### config.mk
export PLATFORM = sky130hd
export DESIGN_NAME = uart_rx_fifo
export DESIGN_NICKNAME = d
export VERILOG_FILES = /design/src/rtl/uart_rx_fifo.sv
export SDC_FILE = /design/constraint.sdc
export NUM_CORES = 1
export LEC_CHECK = 0
export ABC_CLOCK_PERIOD_IN_PS = 8800
export CORE_MARGIN = 4
export CORE_UTILIZATION = 65
export CTS_BUF_LIST = sky130_fd_sc_hd__clkbuf_2
export DETAILED_ROUTE_END_ITERATION = 8
export GPL_TIMING_DRIVEN = 0
export HOLD_SLACK_MARGIN = 0.03
export PLACE_DENSITY = 0.8
export SYNTH_ARGS = -nofsm -noshare
export SYNTH_HDL_FRONTEND = slang
export SYNTH_SLANG_ARGS = --single-unit
export TNS_END_PERCENT = 5
### constraint.sdc
create_clock -name clk_rx -period 8.8 [get_ports clk_rx]
set_input_delay 1.76 -clock clk_rx [delete_from_list [all_inputs] [get_ports clk_rx]]
set_output_delay 1.76 -clock clk_rx [all_outputs]
set_load 0.02 [all_outputs]
### src/rtl/uart_rx_fifo.sv
`default_nettype none
// ============================================================================
// Module   : uart_rx_fifo
// Brief    : 16x-oversampled UART receiver (5-8 data bits, parity, 1/2 stop)
//            feeding a first-word-fall-through receive FIFO.
// Revision : 1.0  initial release
// ============================================================================
module uart_rx_fifo #(
    parameter int CLK_FREQ    = 1843200,
    parameter int OVERSAMPLE  = 16,
    parameter int FIFO_DEPTH  = 16,
    parameter int SYNC_STAGES = 2
) (
    input  logic                          clk_rx,
    input  logic                          rst,
    input  logic [1:0]                    baud_sel,
    input  logic                          serial_data_tx,
    input  logic [4:0]                    line_control_reg,
    input  logic                          rx_ready,
    input  logic                          overrun_clr,
    output logic [7:0]                    data_received,
    output logic                          rx_valid,
    output logic                          parity_error,
    output logic                          framing_error,
    output logic                          break_detected,
    output logic                          overrun_flag,
    output logic [$clog2(FIFO_DEPTH):0]   fifo_count,
    output logic                          active_flag_rx,
    output logic                          transmission_done_flag
);

    function automatic int calc_div(input int baud);
        int d;
        d = (CLK_FREQ + (baud * OVERSAMPLE) / 2) / (baud * OVERSAMPLE);
        return (d < 1) ? 1 : d;
    endfunction

    localparam int c_DIV_9600   = calc_div(9600);
    localparam int c_DIV_19200  = calc_div(19200);
    localparam int c_DIV_57600  = calc_div(57600);
    localparam int c_DIV_115200 = calc_div(115200);
    localparam int DW = (c_DIV_9600 > 1) ? $clog2(c_DIV_9600) : 1;
    localparam logic [DW-1:0] c_DM1_9600   = DW'(c_DIV_9600 - 1);
    localparam logic [DW-1:0] c_DM1_19200  = DW'(c_DIV_19200 - 1);
    localparam logic [DW-1:0] c_DM1_57600  = DW'(c_DIV_57600 - 1);
    localparam logic [DW-1:0] c_DM1_115200 = DW'(c_DIV_115200 - 1);

    localparam int TW = $clog2(OVERSAMPLE);
    localparam logic [TW-1:0] c_IDX_LAST = TW'(OVERSAMPLE - 1);
    localparam logic [TW-1:0] c_IDX_S0   = TW'(OVERSAMPLE / 2 - 1);
    localparam int AW = $clog2(FIFO_DEPTH);
    localparam logic [AW:0]   c_FULL     = (AW+1)'(FIFO_DEPTH);
    localparam logic [TW-1:0] c_IDX_S1   = TW'(OVERSAMPLE / 2);
    localparam logic [TW-1:0] c_IDX_S2   = TW'(OVERSAMPLE / 2 + 1);

    typedef enum logic [2:0] {
        S_IDLE      = 3'd0,
        S_START     = 3'd1,
        S_DATA      = 3'd2,
        S_PARITY    = 3'd3,
        S_STOP1     = 3'd4,
        S_STOP2     = 3'd5,
        S_WAIT_IDLE = 3'd6
    } state_t;

    state_t         r_state;
    state_t         w_state_nxt;
    logic [DW-1:0]  r_div_cnt;
    logic [DW-1:0]  w_div_m1;
    logic [1:0]     r_baud_lat;
    logic [1:0]     w_baud_eff;
    logic           w_tick;
    logic [SYNC_STAGES-1:0] r_sync;
    logic           w_line;
    logic [TW-1:0]  r_tick_cnt;
    logic [TW-1:0]  w_idx;
    logic           w_in_frame;
    logic           w_mid;
    logic           w_bnd;
    logic           r_s0;
    logic           r_s1;
    logic           w_maj;
    logic [4:0]     r_lcr;
    logic [7:0]     r_data;
    logic [2:0]     r_bit_cnt;
    logic           r_pe;
    logic           r_fe;
    logic           r_brk;
    logic           w_last_bit;
    logic           w_par_exp;
    logic           w_fe_fin;
    logic           w_bi_fin;
    logic           w_start;
    logic           w_finish;
    logic [10:0]    w_word;

    // Divisor follows baud_sel only while idle; a frame keeps the rate it started with.
    always_comb begin
        w_baud_eff = (r_state == S_IDLE) ? baud_sel : r_baud_lat;
        case (w_baud_eff)
            2'b00:   w_div_m1 = c_DM1_9600;
            2'b01:   w_div_m1 = c_DM1_19200;
            2'b10:   w_div_m1 = c_DM1_57600;
            default: w_div_m1 = c_DM1_115200;
        endcase
    end

    assign w_tick = (r_div_cnt >= w_div_m1);

    always_ff @(posedge clk_rx or posedge rst) begin
        if (rst) begin
            r_div_cnt <= '0;
        end else if (w_tick) begin
            r_div_cnt <= '0;
        end else begin
            r_div_cnt <= r_div_cnt + DW'(1);
        end
    end

    generate
        if (SYNC_STAGES == 1) begin : g_sync_single
            always_ff @(posedge clk_rx or posedge rst) begin
                if (rst) r_sync <= '1;
                else     r_sync <= serial_data_tx;
            end
        end else begin : g_sync_chain
            always_ff @(posedge clk_rx or posedge rst) begin
                if (rst) r_sync <= '1;
                else     r_sync <= {r_sync[SYNC_STAGES-2:0], serial_data_tx};
            end
        end
    endgenerate

    assign w_line = r_sync[SYNC_STAGES-1];

    // r_tick_cnt holds the index of the last tick seen in the current bit.
    assign w_idx      = (r_tick_cnt == c_IDX_LAST) ? '0 : r_tick_cnt + TW'(1);
    assign w_in_frame = (r_state == S_START) || (r_state == S_DATA) || (r_state == S_PARITY)
                     || (r_state == S_STOP1) || (r_state == S_STOP2);
    assign w_mid      = w_tick && w_in_frame && (w_idx == c_IDX_S2);
    assign w_bnd      = w_tick && w_in_frame && (w_idx == '0);
    assign w_maj      = (r_s0 & r_s1) | (r_s0 & w_line) | (r_s1 & w_line);
    assign w_last_bit = (r_bit_cnt == ({1'b0, r_lcr[1:0]} + 3'd4));
    assign w_par_exp  = (^r_data) ^ ~r_lcr[4];
    assign w_fe_fin   = r_fe | ~w_maj;
    assign w_bi_fin   = r_brk & ~w_maj;
    assign w_word     = {w_bi_fin, w_fe_fin, r_pe, r_data};

    always_comb begin
        w_state_nxt = r_state;
        w_start     = 1'b0;
        w_finish    = 1'b0;
        case (r_state)
            S_IDLE: begin
                if (w_tick && !w_line) begin
                    w_state_nxt = S_START;
                    w_start     = 1'b1;
                end
            end
            S_START: begin
                if (w_mid && w_maj)  w_state_nxt = S_IDLE;
                else if (w_bnd)      w_state_nxt = S_DATA;
            end
            S_DATA: begin
                if (w_bnd && w_last_bit) w_state_nxt = r_lcr[3] ? S_PARITY : S_STOP1;
            end
            S_PARITY: begin
                if (w_bnd) w_state_nxt = S_STOP1;
            end
            S_STOP1: begin
                if (w_mid && !r_lcr[2])     w_finish    = 1'b1;
                else if (w_bnd && r_lcr[2]) w_state_nxt = S_STOP2;
            end
            S_STOP2: begin
                if (w_mid) w_finish = 1'b1;
            end
            S_WAIT_IDLE: begin
                if (w_tick && w_line) w_state_nxt = S_IDLE;
            end
            default: w_state_nxt = S_IDLE;
        endcase
        // A frame ends at the mid-bit decision of its last stop bit.
        if (w_finish) w_state_nxt = w_fe_fin ? S_WAIT_IDLE : S_IDLE;
    end

    always_ff @(posedge clk_rx or posedge rst) begin
        if (rst) begin
            r_state <= S_IDLE;
        end else begin
            r_state <= w_state_nxt;
        end
    end

    always_ff @(posedge clk_rx or posedge rst) begin
        if (rst) begin
            r_tick_cnt <= '0;
            r_baud_lat <= '0;
            r_lcr      <= '0;
            r_data     <= '0;
            r_bit_cnt  <= '0;
            r_s0       <= 1'b1;
            r_s1       <= 1'b1;
            r_pe       <= 1'b0;
            r_fe       <= 1'b0;
            r_brk      <= 1'b0;
        end else if (w_start) begin
            r_tick_cnt <= '0;
            r_baud_lat <= baud_sel;
            r_lcr      <= line_control_reg;
            r_data     <= '0;
            r_bit_cnt  <= '0;
            r_pe       <= 1'b0;
            r_fe       <= 1'b0;
            r_brk      <= 1'b1;
        end else if (w_tick && w_in_frame) begin
            r_tick_cnt <= w_idx;
            if (w_idx == c_IDX_S0) r_s0 <= w_line;
            if (w_idx == c_IDX_S1) r_s1 <= w_line;
            if (w_mid) begin
                if (w_maj) r_brk <= 1'b0;
                case (r_state)
                    S_DATA:   r_data[r_bit_cnt] <= w_maj;
                    S_PARITY: r_pe <= w_maj ^ w_par_exp;
                    S_STOP1:  if (!w_maj) r_fe <= 1'b1;
                    default:  ;
                endcase
            end
            if (w_bnd && (r_state == S_DATA)) r_bit_cnt <= r_bit_cnt + 3'd1;
        end
    end

    logic [10:0]  r_mem [FIFO_DEPTH];
    logic [AW-1:0] r_wr_ptr;
    logic [AW-1:0] r_rd_ptr;
    logic [AW:0]   r_count;
    logic          r_ovr;
    logic          r_done;
    logic          w_full;
    logic          w_pop;
    logic          w_push_ok;
    logic [10:0]   w_head;

    assign w_full    = (r_count == c_FULL);
    assign w_pop     = rx_valid && rx_ready;
    assign w_push_ok = w_finish && (!w_full || w_pop);

    always_ff @(posedge clk_rx) begin
        if (w_push_ok) r_mem[r_wr_ptr] <= w_word;
    end

    always_ff @(posedge clk_rx or posedge rst) begin
        if (rst) begin
            r_wr_ptr <= '0;
            r_rd_ptr <= '0;
            r_count  <= '0;
            r_ovr    <= 1'b0;
            r_done   <= 1'b0;
        end else begin
            r_done <= w_finish;
            if (w_push_ok) r_wr_ptr <= r_wr_ptr + AW'(1);
            if (w_pop)     r_rd_ptr <= r_rd_ptr + AW'(1);
            case ({w_push_ok, w_pop})
                2'b10:   r_count <= r_count + (AW+1)'(1);
                2'b01:   r_count <= r_count - (AW+1)'(1);
                default: r_count <= r_count;
            endcase
            // Setting has priority over a coincident clear.
            if (w_finish && !w_push_ok) r_ovr <= 1'b1;
            else if (overrun_clr)       r_ovr <= 1'b0;
        end
    end

    assign w_head                 = r_mem[r_rd_ptr];
    assign rx_valid               = (r_count != '0);
    assign data_received          = rx_valid ? w_head[7:0] : 8'h00;
    assign parity_error           = rx_valid & w_head[8];
    assign framing_error          = rx_valid & w_head[9];
    assign break_detected         = rx_valid & w_head[10];
    assign overrun_flag           = r_ovr;
    assign fifo_count             = r_count;
    assign active_flag_rx         = (r_state != S_IDLE);
    assign transmission_done_flag = r_done;

endmodule
`default_nettype wire

-- Word level (Yosys, flattened, before mapping)
Memory sizes are Yosys's and may differ from the RTL's.
Index checks and enable logic that the tools add are counted.
- order comparisons: 3
- mux-type cells: 52
- bitwise gates (word level): 15
- add/sub/neg operators: 8
- reductions and logical operators: 46
- equality and inequality tests: 25
- operators by type and width (operator ; count):
    two-way mux 3 bit ; 14
    two-way mux 8 bit ; 5
    two-way mux 1 bit ; 22
    case mux 3 bit (7 select lines) ; 1
    nonzero test 2 bit ; 9
    adder 4 x 1 -> 4 bit, second input constant ; 4
    two-way mux 4 bit ; 4
    AND reduction 3 bit ; 5
    logical AND 1 bit ; 14
    == test 4 bit, second input constant ; 3
    case mux 4 bit (3 select lines) ; 1
    case mux 5 bit (2 select lines) ; 1
    == test 3 bit, second input constant ; 3
    inequality test 3 x 2 -> 1 bit, second input constant ; 3
    inequality test 3 bit, second input constant ; 3
    bitwise mux 8 bit ; 1
    AND reduction 8 bit ; 1
    XOR reduction 8 bit ; 1
    bitwise AND 1 bit ; 7
    == test 3 x 2 -> 1 bit, second input constant ; 2
    adder 5 x 1 -> 5 bit, second input constant ; 1
    == test 5 bit, second input constant ; 1
    logical OR 1 bit ; 5
    nonzero test 5 bit ; 1
    other kinds (27) ; 37
- memory bits (writable): 176
- register bits: 51
- memories kept: 1
- output and inout bits: 20
- bits of input ports: 12
- memories (memory ; words ; bits a word ; rd ports ; clocked after memory_dff ; wr ports ; RTL line ; RTL):
    r_mem ; 16 ; 11 ; 1 ; 0 ; 1 ; 232 ; logic [10:0] r_mem [FIFO_DEPTH];

-- Longest topological paths before layout
- depth in word-level cells: 14
- mapped depth: 21
- gate-level depth less buffers: 18

-- Worst setup path after synthesis
No wires, ideal clock.
- path type: input to register
- start point: input baud_sel[1]
- end point: register r_count[4] (netlist: fifo_count[4])
- path buffers: 2
- stages: 18
- data arrival time: 4.444 ns
- path slack: 4.224 ns
- required time: 8.668 ns
- path through: nor3_1 nor2_1 ha_1 o211ai_1 o21a_1 nor4_4 and2_1 buf_4 inv_1 ha_1 clkbuf_1 xor2_1 ha_1 nand2_1 nor2_1 o21ai_0 a31oi_1 xor2_1
- word-level cells in the longest chain between the ends: 12
- elaborated cells between the ends (all ways): 17
- RTL lines (what ; RTL line ; RTL):
    start, declared ; 16 ; input logic [1:0] baud_sel,
    two-way mux 2 bit (*) ; 99 ; w_baud_eff = (r_state == S_IDLE) ? baud_sel : r_baud_lat;
    == test 2 bit, or another cell as far along ; 100 ; case (w_baud_eff)
    case mux 4 bit (3 select lines) (*) ; 100 ;
    >= comparator 4 bit (*) ; 108 ; assign w_tick = (r_div_cnt >= w_div_m1);
    logical AND 1 bit (*) (2 in series) ; 140 ; assign w_mid = w_tick && w_in_frame && (w_idx == c_IDX_S2);
    logical AND 1 bit ; 171 ; if (w_mid && !r_lcr[2]) w_finish = 1'b1;
    two-way mux 1 bit ; 171 ;
    case mux 1 bit (2 select lines) (*) ; 153 ; case (r_state)
    named net w_finish ; 94 ; logic w_finish;
    logical AND 1 bit (*) ; 245 ; assign w_push_ok = w_finish && (!w_full || w_pop);
    == test 2 x 1 -> 1 bit / == test 2 bit (equally long branches) ; 262 ; case ({w_push_ok, w_pop})
    case mux 5 bit (2 select lines) / nonzero test 2 bit (equally long branches) ; -- ;
    end signal, assigned ; 263 ; 2'b10: r_count <= r_count + (AW+1)'(1);
    end signal, assigned ; 264 ; 2'b01: r_count <= r_count - (AW+1)'(1);
    end signal, assigned ; 265 ; default: r_count <= r_count;
    end, declared ; 235 ; logic [AW:0] r_count;
Mark *: on every way through the listed nets, which the timed path passes. The rest lies on a longest branch.
A chain may end at the register's enable or synchronous reset.

-- Worst setup path after layout
- start point: register r_rd_ptr[1]
- end point: output parity_error
- word-level cells in the longest chain between the ends: 2
- RTL lines (what ; RTL line ; RTL):
    start, declared ; 234 ; logic [AW-1:0] r_rd_ptr;
    start signal, assigned ; 261 ; if (w_pop) r_rd_ptr <= r_rd_ptr + AW'(1);
    memory read (16 x 11 bit) ; -- ;
    bitwise AND 1 bit ; 276 ; assign parity_error = rx_valid & w_head[8];
    end, declared ; 23 ; output logic parity_error,
Every way passes these cells.

==> reports/summary.txt <==
Internal = 1.93 mW
final worst slack = 3310 ps
Initial Util = 67.0%
YS warnings = 0
Root Buffer = clkbuf_2
Clock H-tree levels = 2
Hold WC Path Type = reg -> reg
gpl congestion = 0.911
Area Overhead vs Synth = 11.4%
antenna violations before repair = 1
HPWL after DPL = 12.9 mm
Worst Skew = 81.2 ps
most frequent cells in the layout = edfxtp_1 (176), clkbuf_2 (76), mux4_2 (55), nand2_1 (49), dfrtp_1 (47)
Antenna Nets Post-Route = 0
Synth Instances = 596
non-filler cells, final = 915
Yosys cell types = 57
DRC Markers = 0
Critical Path AT = 3730 ps
Period minus WS final = 5490 ps
total grt overflow = 0
#FFs+latches synth = 227
clk sinks = 227
pre-CTS setup slack = 3320 ps
sequential share of the synthesized area = 66.9%
# port buffers = 31
CTS Buf Count = 54
pin count of the biggest net entering global routing = 42
Switching Fraction = 34.2%
Clk pwr share = 22.5%
IO Count = 32
status = complete, no violations
die height = 131 µm
crit-path most repeated cell = mux4_2
Worst Path Required = 7040 ps
Max-Cap Viols = 0
CP Capture Type = output port
family with the most delay on the worst path = buffers and inverters
Slowest-stage cell, CP = buf_1
worst slew pin tran = 1350 ps
Worst Setup Start Kind = flip-flop
First-pass DRT Iterations = 4
number of synthesized flops with an enable pin = 176
synthesized area = 9820 µm²
global-route wire length before repair = 30.8 mm
sequential power share = 44.7%
Final setup viols = 0
Vias/cell = 6.10
Comb power frac = 32.8%
share of cells above drive strength 1 = 24.8%
Psw = 1.00 mW
vias in the first global route = 5810
Max Clock Freq = 0.182 GHz
fin. max-slew vios = 0
Clock Path Buffers = 3
Cells after DPL = 816
number of setup buffers added after CTS = 0
First DRT Iteration DRCs = 410
clk_lat worst skew = 810 ps
syn avg cell area = 16.5 µm²
Resize count post-CTS = 0
crit path max fanout = 10
Cell Pwr Density = 268 nW/µm²
kind of critical path = reg -> out
DR vias = 5586
Critical Path Max Stage Delay = 670 ps
Most used DFF post-synth = edfxtp_1
RSZ-0062 raised after global routing = false
Buf+Inv Stages, Crit Path = 3
critical path, cell by cell = clkbuf_2 > buf_1 > mux4_2 > mux4_2 > nor2b_1 > clkdlybuf4s50_1
core area = 14600 µm²
final WL = 19.3 mm
post-synthesis async set-or-reset flop share = 22.5%
Slew HR = 9.95%
CTS tree = built
net count of the mapped netlist = 626
Leak = 4.08 nW
Die W = 131 µm
clk slew on worst S/H paths = 110 ps
hold-fix buffers at CTS = 0
gr usage total = 24.2%
full die area = 17100 µm²
row count = 44
setup TNS = 0 ps
Tcrit/Tclk final = 62.4%
most common cell after layout, fill and taps aside = edfxtp_1
final hold vios = 0
Routed WL per cell = 21.1 µm
Final nets = 718
maximum VDD drop = 0.205 mV
metal layers:
metal / GRT usage [%] / part of all wire (%) / up-vias
li1: - / - / 2513
met1: 31.9 / 40 / 2786
met2: 40.9 / 52 / 248
met3: 5.04 / 7.0 / 39
met4: 8.05 / 1.8 / 0
met5: 0 / 0 / -
state kept, by name, indices dropped and copies added, names as in the netlist, 3 cells and up:
| name | flops |
|---|---|
| r_lcr | 5 |
| fifo_count | 5 |
| r_mem | 176 |
| r_data | 8 |
| r_wr_ptr | 4 |
| r_bit_cnt | 3 |
| r_rd_ptr | 4 |
| r_tick_cnt | 4 |
| r_div_cnt | 4 |
| r_state | 3 |
per-stage QoR:
| stage | utilization (%) | total power [mW] | cell area (µm²) | hold slack [ps] |
|---|---|---|---|---|
| 2_1_floorplan | - | 2.02 | 9820 | 345 |
| 3_3_place_gp | 70.7 | 2.26 | 10400 | 346 |
| 3_5_place_dp | 71.3 | 2.30 | 10400 | 355 |
| 4_1_cts | 74.7 | 2.95 | 10900 | 358 |
| 5_1_grt | 74.7 | 3.11 | 10900 | 376 |
| 6_report | 74.7 | 2.93 | 10900 | 349 |
final timing paths:
| kind | from | slack, ps | cells past startpoint | endpoint |
|---|---|---|---|---|
| setup / recovery | r_rd_ptr[1] | 3310 | 6 | parity_error |
| hold / removal | r_sync[0] | 350 | 0 | r_sync[1] |
| setup reg to reg | r_state[0] | 4580 | 21 | fifo_count[4] |
| hold reg to reg | r_sync[0] | 350 | 0 | r_sync[1] |
| max in group asynchronous | rst | 6980 | 3 | r_sync[0] |
| min in group asynchronous | rst | 1190 | 2 | r_rd_ptr[2] |
power groups by stage:
| stage | logic [mW] | clock network, mW | registers (mW) |
|---|---|---|---|
| 2_1_floorplan | 0.685 | 0 | 1.33 |
| 3_3_place_gp | 0.931 | 0 | 1.33 |
| 3_5_place_dp | 0.967 | 0 | 1.33 |
| 4_1_cts | 0.970 | 0.674 | 1.31 |
| 5_1_grt | 1.05 | 0.741 | 1.32 |
| 6_report | 0.961 | 0.659 | 1.31 |
cells by family after synthesis:
group	count (synthesis)	synth area share (%)
compound gates	55	3.75
simple gates	153	8.21
buf+inv	47	2.36
xor+xnor	27	2.41
mux	69	14.1
flops	227	66.9
fa+ha+maj	18	2.29
cell type report:
type / instances / area [µm²]
antenna: 1 / 2.50
buffer: 32 / 175
clock buffer: 75 / 375
clock inverter: 23 / 115
fill: 892 / 3710
inverter: 15 / 56.3
multi-input combinational: 322 / 3040
sequential: 227 / 6570
tap: 184 / 230
timing repair buffer: 36 / 375
Yosys cell counts, drive strengths merged, types with 5 or more instances:
library cell  instances  area share, %
a21oi                11           0.56
buf                  23            1.4
clkbuf                9           0.36
dfrtp                47             12
edfxtp              176             54
ha                   18            2.3
inv                  15           0.57
mux2i                10            1.0
mux4                 55             13
nand2                51            2.0
nand2b                6           0.38
nand3                 8           0.41
nor2                 33            1.3
nor2b                18            1.1
nor3                 10           0.62
nor4                  5           0.75
o21ai                12           0.61
o31ai                 6           0.46
xnor2                18            1.6
xor2                  9           0.80
(Power assumes the default switching activity.)
